--- src/rtl/expr_eval.sv ---
// Streaming evaluator for digit(op digit)* frames terminated by '='.
// '*' binds tighter than '+'; one result pulse per frame, modulo 2^WIDTH.
module expr_eval #(
  parameter int WIDTH = 16
) (
  input  logic             clk,
  input  logic             clr,
  input  logic             in_valid,
  input  logic [7:0]       in,
  output logic             expr_ok,
  output logic [WIDTH-1:0] result,
  output logic             result_valid,
  output logic             result_err,
  output logic             result_ovf
);

  typedef enum logic [1:0] {
    EXP_NUM = 2'd0,
    EXP_OP  = 2'd1,
    ERR     = 2'd2
  } st_t;

  st_t              st;
  logic [WIDTH-1:0] sum;
  logic [WIDTH-1:0] prod;
  logic             ovf_acc;

  logic             is_dig;
  logic             is_add;
  logic             is_mul;
  logic             is_eq;
  logic [WIDTH+3:0] pm;
  logic [WIDTH:0]   sp;

  localparam logic [WIDTH-1:0] ONE = {{(WIDTH-1){1'b0}}, 1'b1};

  assign is_dig = (in >= 8'h30) && (in <= 8'h39);
  assign is_add = (in == 8'h2b);
  assign is_mul = (in == 8'h2a);
  assign is_eq  = (in == 8'h3d);

  // Low nibble of an ASCII digit is its value.
  assign pm = {4'b0, prod} * {{WIDTH{1'b0}}, in[3:0]};
  assign sp = {1'b0, sum} + {1'b0, prod};

  always_ff @(posedge clk) begin
    if (clr) begin
      st           <= EXP_NUM;
      sum          <= '0;
      prod         <= ONE;
      ovf_acc      <= 1'b0;
      expr_ok      <= 1'b0;
      result       <= '0;
      result_valid <= 1'b0;
      result_err   <= 1'b0;
      result_ovf   <= 1'b0;
    end else begin
      result_valid <= 1'b0;
      if (in_valid) begin
        expr_ok <= 1'b0;
        unique case (st)
          EXP_NUM: begin
            unique case (1'b1)
              is_dig: begin
                prod    <= pm[WIDTH-1:0];
                ovf_acc <= ovf_acc | (|pm[WIDTH+3:WIDTH]);
                st      <= EXP_OP;
                expr_ok <= 1'b1;
              end
              is_eq: begin
                result       <= '0;
                result_valid <= 1'b1;
                result_err   <= 1'b1;
                result_ovf   <= 1'b0;
                sum          <= '0;
                prod         <= ONE;
                ovf_acc      <= 1'b0;
                st           <= EXP_NUM;
              end
              default: st <= ERR;
            endcase
          end
          EXP_OP: begin
            unique case (1'b1)
              is_add: begin
                sum     <= sp[WIDTH-1:0];
                ovf_acc <= ovf_acc | sp[WIDTH];
                prod    <= ONE;
                st      <= EXP_NUM;
              end
              is_mul: st <= EXP_NUM;
              is_eq: begin
                result       <= sp[WIDTH-1:0];
                result_valid <= 1'b1;
                result_err   <= 1'b0;
                result_ovf   <= ovf_acc | sp[WIDTH];
                sum          <= '0;
                prod         <= ONE;
                ovf_acc      <= 1'b0;
                st           <= EXP_NUM;
              end
              default: st <= ERR;
            endcase
          end
          ERR: begin
            if (is_eq) begin
              result       <= '0;
              result_valid <= 1'b1;
              result_err   <= 1'b1;
              result_ovf   <= 1'b0;
              sum          <= '0;
              prod         <= ONE;
              ovf_acc      <= 1'b0;
              st           <= EXP_NUM;
            end
          end
          default: st <= ERR;
        endcase
      end
    end
  end

endmodule
--- config.mk ---
export PLATFORM = sky130hd
export DESIGN_NAME = expr_eval
export DESIGN_NICKNAME = d
export VERILOG_FILES = /design/src/rtl/expr_eval.sv
export SDC_FILE = /design/constraint.sdc
export NUM_CORES = 1
export LEC_CHECK = 0
export ABC_AREA = 1
export CELL_PAD_IN_SITES_DETAIL_PLACEMENT = 1
export CELL_PAD_IN_SITES_GLOBAL_PLACEMENT = 2
export CORE_UTILIZATION = 37
export DETAILED_ROUTE_END_ITERATION = 12
export PLACE_DENSITY = 0.9
export RECOVER_POWER = 100
export SYNTH_ARGS = -nofsm -noshare
export SYNTH_HDL_FRONTEND = slang
export SYNTH_SLANG_ARGS = --single-unit
--- constraint.sdc ---
create_clock -name clk -period 5.68 [get_ports clk]
set_input_delay 1.136 -clock clk [delete_from_list [all_inputs] [get_ports clk]]
set_output_delay 1.136 -clock clk [all_outputs]
set_load 0.01 [all_outputs]
==> reports/summary.md <==
The flow ran to the end, and the final reports show no timing, DRC or antenna violations. Horizontal extent of the die: 120.6 um. 0 antenna diodes ended up in the layout. The final routed wire length divided by cell count came out at 15.26 um. The first global-routing pass estimated 25.60 mm of wire. The multi-input logic area is 0.003401 mm2, and the global routing usage summed across all routing layers is 22.11%. Setup repair after global routing left no endpoint under its margin.

The number of failing setup endpoints in the final timing report was 0. The run gives 0.005200 mm2 as the mapped cell area. The final worst clock skew came out at 8.228 ps. Together, buffers and inverters on the worst path number 2. Hold repair after CTS inserted 0 buffers. For this run, the register share of the synthesized area comes to 21.17%. The achievable clock frequency came out at 206.8 MHz. In this run the critical register-to-register path is launched from prod[1]. The clock-pin slew on the worst setup and hold paths was 90 ps; the later-pin clock latency in the skew report was 310 ps. Global routing finished with a remaining overflow of 0. The die covers 0.01453 mm2. The tools report the clock sink total as 55.

The synthesized design spends more area on one cell type than any other, namely sky130_fd_sc_hd__dfxtp_1. For the total of warnings raised by yosys, the log shows 0. The kind of start point of the critical path is an input pin. The vias per cell is 5.094, and the post-route minimum period is 4836 ps. Each instance of the synthesized netlist takes up on average 6.607 um2. In the final timing run, aggregate negative setup slack is 0 ps. For the number of max-cap violations, the log shows 0. By area the synthesized netlist is led by sky130_fd_sc_hd__dfxtp_1 21%, sky130_fd_sc_hd__nand2_1 16%, sky130_fd_sc_hd__fa_1 11%.

The design draws 0.9299 mW. After layout, the worst path uses 85.15% of the clock period. In this run, distinct cell masters in the synthesized netlist total 40. In the post-route analysis, the smallest setup slack over all paths is 843.8 ps. Counting stages on the worst path, the most repeated cell is sky130_fd_sc_hd__nand2_1. Weighted congestion reported at the end of routability-driven placement: 0.8438. Walking the worst path, the cells encountered are dlygate4sd3_1, nand2_1, fa_1, inv_1, fa_1, fa_1, nand3_1, nand2_1, nand3_1, nand2_1, a31oi_1, xor2_1, nand2_1, a21oi_1. The post-layout instance count excluding filler cells is 983, and the number of nets in the synthesized netlist is 871. The number of buffers added on ports is 30, and the worst-case setup slack after placement is 611.2 ps.

For the number of global-route vias before repair, the log shows 5,265. Slowest cell on the critical path: sky130_fd_sc_hd__dlygate4sd3_1. The kind of cell with the highest combined delay along the critical path is adder cells. The worst-case IR drop observed on VDD is 0.1204 mV.

The routed via count was 5,007; the sum of routed wire length over all layers was 15.00 mm. For the number of search-and-repair iterations in the first detailed-routing pass, the log shows 5. Synthesis produced a netlist whose cell count is 787. The number of buffers inserted by post-CTS setup repair came out at 0. The category of the worst setup path capture point is a flip-flop. In this run the vertical extent of the chip is 120.6 um. For the pin with the worst max-slew slack, the measured transition is 916.1 ps. Data arrival time of the worst path: 5080 ps. The critical path in this run is classified as input pin to flip-flop. The detailed-placement wirelength estimate is 11.99 mm. The critical path data required time came out at 5920 ps.

The run gives 2 as the number of H-tree branching levels. Synthesis inferred 55 register bits. For the count of final hold-check violations, the log shows 0.

The class of the tightest hold or removal check is flip-flop to flip-flop. The tree is rooted in a sky130_fd_sc_hd__clkbuf_16. The area growth from synthesis to layout is 10.23%. The clock passes through at most 2 buffers. Of the cells placed in the final design, the portion with a size suffix greater than 1 is 3.717%. For this run, design rule violations remaining after detail routing come to 0.

The critical-path maximum fanout was 20; the total power density per cell area was 162.2 mW/mm2. For the starting density of the core, the log shows 38.65%. The synthesized design devotes to its leading area cell type 21.17% of total area.

TritonCTS created 5 clock buffers. 31 I/O pins were placed. The run gives 3.118 nW as the static leakage power. The standard-cell row count is 42, and the number of antenna violations at the first check in global routing is 0. The startpoint of the most critical hold path is expr_ok. In this run the tightest slew margin relative to its limit is 38.78%. After the last flow step, the layout net total stands at 890. The tools report the worst-case register-to-register setup slack as 2310 ps. For the number of inserted filler cells in the final layout, the log shows 1,802.

The launching element of the worst setup path is in[3]. The core area was 0.01345 mm2; the pin count of the biggest net entering global routing was 40. The tools report the number of gates resized after cts as 0. The number of nets with antenna violations after routing came out at 0. The sequential cell area in the final layout was 0.001101 mm2. For this run, the slowest stage of the critical path takes 1050 ps.

The first routing iteration left 186 violations. The number of placed instances, taps included, is 975. The tools report the number of pins with negative max-slew slack in the final report as 0. TritonCTS built the clock tree.
## through the flow
step           hold WS [ps]  area, um2  util (%)
3_5_place_dp          462.1       5622     41.79
2_1_floorplan         447.9       5200         -
5_1_grt               489.6       5732     42.61
3_3_place_gp          455.1       5622     41.79
4_1_cts               477.7       5781     42.97
6_report              466.7       5732     42.61
## cell usage in the layout, fill, tap and decap left out, types with 3 or more instances in the layout
| cell type | instances |
|---|---|
| sky130_fd_sc_hd__nand4_1 | 7 |
| sky130_fd_sc_hd__nand2_1 | 231 |
| sky130_fd_sc_hd__xnor2_1 | 4 |
| sky130_fd_sc_hd__a21oi_1 | 81 |
| sky130_fd_sc_hd__dfxtp_1 | 55 |
| sky130_fd_sc_hd__o21ai_0 | 39 |
| sky130_fd_sc_hd__nand3b_1 | 3 |
| sky130_fd_sc_hd__fa_1 | 29 |
| sky130_fd_sc_hd__inv_1 | 136 |
| sky130_fd_sc_hd__ha_1 | 44 |
| sky130_fd_sc_hd__nand3_1 | 30 |
| sky130_fd_sc_hd__a22oi_1 | 3 |
| sky130_fd_sc_hd__clkdlybuf4s50_1 | 7 |
| sky130_fd_sc_hd__nor2_1 | 61 |
| sky130_fd_sc_hd__inv_2 | 4 |
| sky130_fd_sc_hd__nor3_1 | 4 |
| sky130_fd_sc_hd__or2_2 | 5 |
| sky130_fd_sc_hd__xor2_1 | 10 |
| sky130_fd_sc_hd__dlygate4sd3_1 | 23 |
| sky130_fd_sc_hd__clkbuf_16 | 5 |
## power by group
group / total (mW) / internal, mW / switching, mW / leakage, nW
sequential: 0.410 / 0.400 / 0.0100 / 0.445
combinational: 0.175 / 0.0558 / 0.119 / 2.59
clock: 0.345 / 0.171 / 0.174 / 0.0776
total: 0.930 / 0.627 / 0.303 / 3.12
## kinds of logic (layout without fill, tap and decap cells)
family / Yosys count / in the layout / synth area share [%]
AND/OR/NAND/NOR: 352 / 352 / 28.90
buffers and inverters: 162 / 182 / 12.49
AO/OA/AOI/OAI: 131 / 131 / 13.33
adder cells (fa/ha/maj): 73 / 73 / 21.75
flip-flops: 55 / 55 / 21.17
XOR/XNOR: 14 / 14 / 2.358
## registers in the layout, indices dropped and copies added, names as in the netlist
register      count
prod             16
result           16
sum              16
st                2
expr_ok           1
ovf_acc           1
result_err        1
result_ovf        1
result_valid      1
## worst min-delay path, delay by kind of cell, from the launching register on
kind	cells	cell delay, ps
flops	1	320
simple gates	1	60
compound gates	1	50
## cells in the mapped netlist, drive strengths merged
cell type / instances
inv: 140
o21ai: 39
dfxtp: 55
xor2: 10
ha: 44
nand2: 233
a211o: 1
nor2: 66
a31oi: 2
and3: 2
nand3: 30
nand4: 7
buf: 12
a221oi: 1
o211ai: 1
o21a: 1
and2: 1
nor4: 1
fa: 29
or2: 5
clkinv: 2
nand3b: 3
xnor2: 4
a22oi: 3
nor3: 4
clkbuf: 8
a21oi: 83
## metal layers
| layer | global-route usage [%] | share of wire, % |
|---|---|---|
| met5 | 0 | 0 |
| met4 | 3.164 | 0.71 |
| met3 | 2.830 | 2.5 |
| met2 | 39.87 | 48 |
| met1 | 28.55 | 48 |
## worst paths after layout
| check | to | depth (start not counted) |
|---|---|---|
| max reg2reg | prod[14] | 13 |
| min | expr_ok | 2 |
| min reg2reg | expr_ok | 2 |
| max | prod[14] | 14 |
## cell type report
class	count	share of cell area (%)
Tap cell	176	3.842
Clock inverter	3	0.5894
Timing Repair Buffer	32	5.501
Multi-Input combinational cell	570	59.33
Inverter	142	9.343
Sequential cell	55	19.21
Clock buffer	5	2.183
No activity file was read; power rests on OpenSTA's default activity.
